<file path="src/rtl/muldiv_pkg.sv">
// Shared definitions for the EX-stage multiply/divide sequencer:
// operation codes, FSM encoding and the divide-by-zero quotient value.
package muldiv_pkg;

  localparam logic [2:0] OP_MULTU = 3'd0;
  localparam logic [2:0] OP_MULT  = 3'd1;
  localparam logic [2:0] OP_DIVU  = 3'd2;
  localparam logic [2:0] OP_DIV   = 3'd3;
  localparam logic [2:0] OP_MFHI  = 3'd4;
  localparam logic [2:0] OP_MFLO  = 3'd5;
  localparam logic [2:0] OP_MTHI  = 3'd6;
  localparam logic [2:0] OP_MTLO  = 3'd7;

  localparam logic [31:0] DIV0_LO = 32'hFFFF_FFFF;

  typedef enum logic [1:0] {
    IDLE  = 2'd0,
    ISSUE = 2'd1,
    BUSY  = 2'd2,
    WB    = 2'd3
  } state_e;

  // Which half (or both) of HI/LO the write-back cycle updates.
  typedef enum logic [1:0] {
    WB_BOTH = 2'd0,
    WB_HI   = 2'd1,
    WB_LO   = 2'd2
  } wb_sel_e;

endpackage

</file>
<file path="src/rtl/muldiv_ctrl.sv">
// Sequencer between EX and the iterative mul/div unit: issues operations,
// commits results to HI/LO, stalls EX while HI/LO is pending.
module muldiv_ctrl
  import muldiv_pkg::*;
#(
  parameter int MAX_LAT = 40,
  parameter int CNT_W   = 6
) (
  input  logic        clk,
  input  logic        reset,
  input  logic        op_valid,
  input  logic [2:0]  op_code,
  input  logic [31:0] op_a,
  input  logic [31:0] op_b,
  input  logic        flush,
  output logic        op_ready,
  output logic        stall,
  output logic        busy,
  output logic        unit_start,
  output logic        unit_div,
  output logic        unit_signed,
  output logic [31:0] unit_a,
  output logic [31:0] unit_b,
  output logic        unit_abort,
  input  logic        unit_done,
  input  logic [63:0] unit_result,
  input  logic [31:0] hi_rdata,
  input  logic [31:0] lo_rdata,
  output logic        hi_we,
  output logic        lo_we,
  output logic [31:0] hi_wdata,
  output logic [31:0] lo_wdata,
  output logic        mf_valid,
  output logic [31:0] mf_data,
  output logic        err_timeout
);

  localparam logic [CNT_W-1:0] CNT_LAST = CNT_W'(MAX_LAT - 1);

  state_e            state_q, state_d;
  wb_sel_e           sel_q, sel_d;
  logic [CNT_W-1:0]  cnt_q, cnt_d;
  logic [31:0]       a_q, a_d;
  logic [31:0]       b_q, b_d;
  logic              div_q, div_d;
  logic              signed_q, signed_d;
  logic [63:0]       res_q, res_d;
  logic              err_q, err_d;

  // NOTE: every variable gets a default before the case so no path leaves
  // one unassigned; otherwise synthesis infers a latch.
  always_comb begin
    state_d    = state_q;
    sel_d      = sel_q;
    cnt_d      = cnt_q;
    a_d        = a_q;
    b_d        = b_q;
    div_d      = div_q;
    signed_d   = signed_q;
    res_d      = res_q;
    err_d      = err_q;
    op_ready   = 1'b0;
    mf_valid   = 1'b0;
    mf_data    = '0;
    unit_start = 1'b0;
    unit_abort = 1'b0;
    hi_we      = 1'b0;
    lo_we      = 1'b0;

    case (state_q)
      IDLE: begin
        if (op_valid && !flush) begin
          op_ready = 1'b1;
          case (op_code)
            OP_MFHI: begin
              mf_valid = 1'b1;
              mf_data  = hi_rdata;
            end
            OP_MFLO: begin
              mf_valid = 1'b1;
              mf_data  = lo_rdata;
            end
            OP_MTHI, OP_MTLO: begin
              res_d   = {op_a, op_a};
              sel_d   = (op_code == OP_MTHI) ? WB_HI : WB_LO;
              state_d = WB;
            end
            default: begin
              // op_code[1] selects divide, op_code[0] selects signed.
              a_d      = op_a;
              b_d      = op_b;
              div_d    = op_code[1];
              signed_d = op_code[0];
              sel_d    = WB_BOTH;
              if (op_code[1] && (op_b == '0)) begin
                res_d   = {op_a, DIV0_LO};
                state_d = WB;
              end else begin
                state_d = ISSUE;
              end
            end
          endcase
        end
      end

      ISSUE: begin
        if (flush) begin
          unit_abort = 1'b1;
          state_d    = IDLE;
        end else begin
          unit_start = 1'b1;
          cnt_d      = '0;
          state_d    = BUSY;
        end
      end

      BUSY: begin
        cnt_d = cnt_q + 1'b1;
        if (flush) begin
          unit_abort = 1'b1;
          state_d    = IDLE;
        end else if (unit_done) begin
          res_d   = unit_result;
          state_d = WB;
        end else if (cnt_q == CNT_LAST) begin
          unit_abort = 1'b1;
          err_d      = 1'b1;
          state_d    = IDLE;
        end
      end

      WB: begin
        state_d = IDLE;
        if (!flush) begin
          hi_we = (sel_q != WB_LO);
          lo_we = (sel_q != WB_HI);
        end
      end

      default: state_d = IDLE;
    endcase

    // A reset arriving mid-operation must not leak a strobe or abort pulse.
    if (reset) begin
      op_ready   = 1'b0;
      mf_valid   = 1'b0;
      mf_data    = '0;
      unit_start = 1'b0;
      unit_abort = 1'b0;
      hi_we      = 1'b0;
      lo_we      = 1'b0;
    end
  end

  // NOTE: sequential state uses non-blocking assignments so every register
  // samples the pre-edge value of the others, independent of statement order.
  always_ff @(posedge clk) begin
    if (reset) begin
      state_q  <= IDLE;
      sel_q    <= WB_BOTH;
      cnt_q    <= '0;
      a_q      <= '0;
      b_q      <= '0;
      div_q    <= 1'b0;
      signed_q <= 1'b0;
      res_q    <= '0;
      err_q    <= 1'b0;
    end else begin
      state_q  <= state_d;
      sel_q    <= sel_d;
      cnt_q    <= cnt_d;
      a_q      <= a_d;
      b_q      <= b_d;
      div_q    <= div_d;
      signed_q <= signed_d;
      res_q    <= res_d;
      err_q    <= err_d;
    end
  end

  assign stall       = op_valid & ~op_ready;
  assign busy        = (state_q != IDLE);
  assign unit_a      = a_q;
  assign unit_b      = b_q;
  assign unit_div    = div_q;
  assign unit_signed = signed_q;
  assign hi_wdata    = res_q[63:32];
  assign lo_wdata    = res_q[31:0];
  assign err_timeout = err_q;

endmodule

</file>
<file path="config.mk">
export PLATFORM = sky130hd
export DESIGN_NAME = muldiv_ctrl
export DESIGN_NICKNAME = d
export VERILOG_FILES = /design/src/rtl/muldiv_pkg.sv /design/src/rtl/muldiv_ctrl.sv
export SDC_FILE = /design/constraint.sdc
export NUM_CORES = 1
export LEC_CHECK = 0
export CAP_MARGIN = 20
export CELL_PAD_IN_SITES_DETAIL_PLACEMENT = 1
export CELL_PAD_IN_SITES_GLOBAL_PLACEMENT = 1
export CORE_ASPECT_RATIO = 1.2
export CORE_MARGIN = 2
export CORE_UTILIZATION = 25
export CTS_BUF_LIST = sky130_fd_sc_hd__clkbuf_16
export DETAILED_ROUTE_END_ITERATION = 12
export GPL_TIMING_DRIVEN = 0
export PLACE_DENSITY = 0.73
export SYNTH_ARGS = -nofsm -noshare
export SYNTH_HDL_FRONTEND = slang
export SYNTH_SLANG_ARGS = --single-unit
</file>
<file path="constraint.sdc">
create_clock -name clk -period 2.2 [get_ports clk]
set_input_delay 0.44 -clock clk [delete_from_list [all_inputs] [get_ports clk]]
set_output_delay 0.44 -clock clk [all_outputs]
set_load 0.01 [all_outputs]
</file>
==> impl_metrics.toml <==
[status]
outcome = "finished, violations left"
violations = "setup timing"

[synth]
synth_cell_type_count = 42
syn_inst = 799
ys_seq_area_share_pct = 40.0
synth_area_sq_um = 7050
synthArstFlopShare_pct = 0
yosys.area.top_type = "dfxtp_1"
synth_flop_cell = "dfxtp_1"
synth.avg_cell_area_sq_um = 8.83
syn_nets = 1004
ys_top_cells_by_area = "dfxtp_1, mux2i_1, a211oi_2"
synth_most_common_cell = "dfxtp_1"
netlist.area_leader.share_pct = 40.0
ys_warn_count = 0
synthTopCellsByCount = "dfxtp_1, nand2_1, a21oi_1, mux2i_1"
synth-seq-cells = 141
synth-edff-count = 0

[floorplan]
die_area_sq_um = 29600
die_y_um = 188
initial_core_util_pct = 25.3
core_sq_um = 27800
design.portCount = 371
rows = 67
fp.dieW_um = 157

[timing]
worstMarginPinSlew_ps = 984
finalSetupViolCount = 35
rsz0062_at_grt = "yes"
min_period_ps = 2470
finalHoldViolCount = 0
worst_slack_ps = -268
relSlewSlack_pct = 34.4
slew_violations = 0
fin_crit_sh_pct = 112
tns_ps = -7330
max_freq_ghz = 0.405
finClkSkew_ps = 11.1

[worst_hold_path]
hold_class = "in -> reg"
hp-start = "op_b[5]"
hold_depth = 3
holdPathEnd = "unit_b[5]"

[setup_path]
worstPathMaxFanout = 5
critPathRequiredTime_ps = 1760
critPathCaptureType = "output pin"
cp_top_family = "simple AND/OR/NAND/NOR gates"
startpoint_type = "flop"
arrival_ps = 2030
r2r_cells = 8
r2r_end = "res_q[50]"
r2r-start = "state_q[0]"
cp_cell_sequence = "inv_2 -> ha_4 -> nand3_4 -> or3_4 -> buf_6 -> clkbuf_16 -> nor2_1 -> buf_2"
critPathSlowestCell = "or3_4"
max_stage_delay_ps = 420
r2r_slack_ps = 110
path_buf_inv = 4
timing_worst_setup_path_type = "reg -> out"

[grt]
grt_pass1_vias = 8245
gr-total-overflow = 0
grt_max_degree = 20
grtUsageTotal_pct = 21.8
grt_pass1_wl_mm = 48.7
antenna_found_initial = 2

[clocking]
cts_tree = "done"
clock_latency_ps = 440
clockRootBuffer = "clkbuf_16"
clkTransAtPathRegs_ps = 70
clockBufferDepth = 2
htree_levels = 4
numClockSinks = 141
numCtsBuffers = 17

[drt]
num_vias = 7677
ant_nets = 0
drtPass1Iterations = 4
vias_per_cell = 4.76
post_drt_wl_per_cell_um = 20.7
drc = 0
first_iter_violations = 256
wl_mm = 33.3

[placed_design]
dpl.hpwl_mm = 25.0
dpl_cell_area_sq_um = 11200
finalWeightedCongestion = 0.805
io_buffers = 366

[cells_and_area]
final_area_sq_um = 12600
final_net_count = 1424
syn_to_final_growth_pct = 78.5
ff_latch_area_sq_um = 2830
drive_gt1_share_pct = 25.4
multi_input_area_sq_um = 4070
fillers = 3220

[flow_run]
drv_cap = 0

[power]
irDropWorstVdd_v = 0.000531
total_power_mw = 11.2
powerDensity_nw_per_um2 = 889
p_leak_nw = 4.51
-- where the power goes --
part           leakage [nW]  switching [mW]  internal, mW  total [mW]
clock                 0.300            1.36          1.73        3.09
sequential             1.15           0.211          2.87        3.08
combinational          3.06            2.49          2.52        5.01
-- placed cells by master, fill, tap and decap left out, drive strengths merged, types with 2 or more instances in the layout --
master,count
a211oi,64
bufbuf,2
clkinv,4
mux2i,64
nand2,140
clkdlybuf4s50,298
clkbuf,63
buf,102
or3,2
dlymetal6s2s,2
xnor2,3
nand3b,33
nand3,3
bufinv,2
ha,5
nor4,6
inv,15
diode,2
nor2b,4
o21ai,36
nor2,50
nand2b,4
clkdlybuf4s15,3
nor3,3
dfxtp,141
nand4,3
dlygate4sd2,23
a21oi,139
-- cell families after synthesis --
| group | after synthesis | synth area share [%] |
|---|---|---|
| simple gates | 254 | 16.5 |
| compound gates | 248 | 26.6 |
| flops | 141 | 40.0 |
| buf+inv | 83 | 6.39 |
| mux | 64 | 9.08 |
| fa+ha+maj | 5 | 0.887 |
| xor+xnor | 4 | 0.497 |
-- worst max path at each step --
stage / slack, ps / end / startpoint / cells after the start
after floorplan: 8 / mf_data[10] / flush / 7
after global placement: -1260 / mf_data[24] / op_valid / 7
after detailed placement: -1330 / mf_data[26] / op_valid / 7
after CTS: -250 / mf_data[29] / state_q[1] / 7
after global routing: -360 / mf_data[12] / state_q[0] / 8
final: -270 / mf_data[12] / state_q[0] / 8
-- layout make-up --
cell class / instances / share of cell area [%]
tap: 379 / 3.77
buffer: 73 / 4.68
timing repair buffer: 404 / 31.6
clock inverter: 15 / 1.53
inverter: 7 / 0.209
multi-input combinational: 575 / 32.4
antenna: 2 / 0.0398
clock buffer: 17 / 3.38
sequential: 141 / 22.5
-- state kept, by name, summed over array words and instances, names as in the netlist --
name and count:
res_q 64, unit_a 32, unit_b 32, cnt_q 6
sel_q 2, state_q 2, err_timeout 1, unit_div 1
unit_signed 1
-- per-stage QoR --
stage | hold WS (ps) | std cells | setup WS [ps] | utilization, %
finish | 274 | 1613 | -268 | 45.2
global route | 276 | 1613 | -359 | 45.2
CTS | 391 | 1604 | -253 | 44.2
detailed placement | 448 | 1544 | -1330 | 40.2
global placement | 441 | 1544 | -1260 | 40.2
floorplan | 469 | 799 | 8.28 | -
-- layer usage --
layer	track usage, %	wire, um	vias to the layer above
li1	-	-	3651
met1	24.8	13200	3737
met2	39.4	17400	265
met3	6.52	2430	24
met4	5.38	378	0
met5	0	0	-
-- worst min-delay path, stage by stage --
cell and delay [ps]:
clkbuf_2 110, nand2_1 60, a21oi_1 50
-- what timing repair did --
item                       CTS  global route
pin swaps                   20            26
setup endpoints to repair  136           113
cloned                       4             3
gates resized for setup    247           101
hold buffers                 0             0
buffers inserted            26             6
Power figures use the tool's default switching activity.
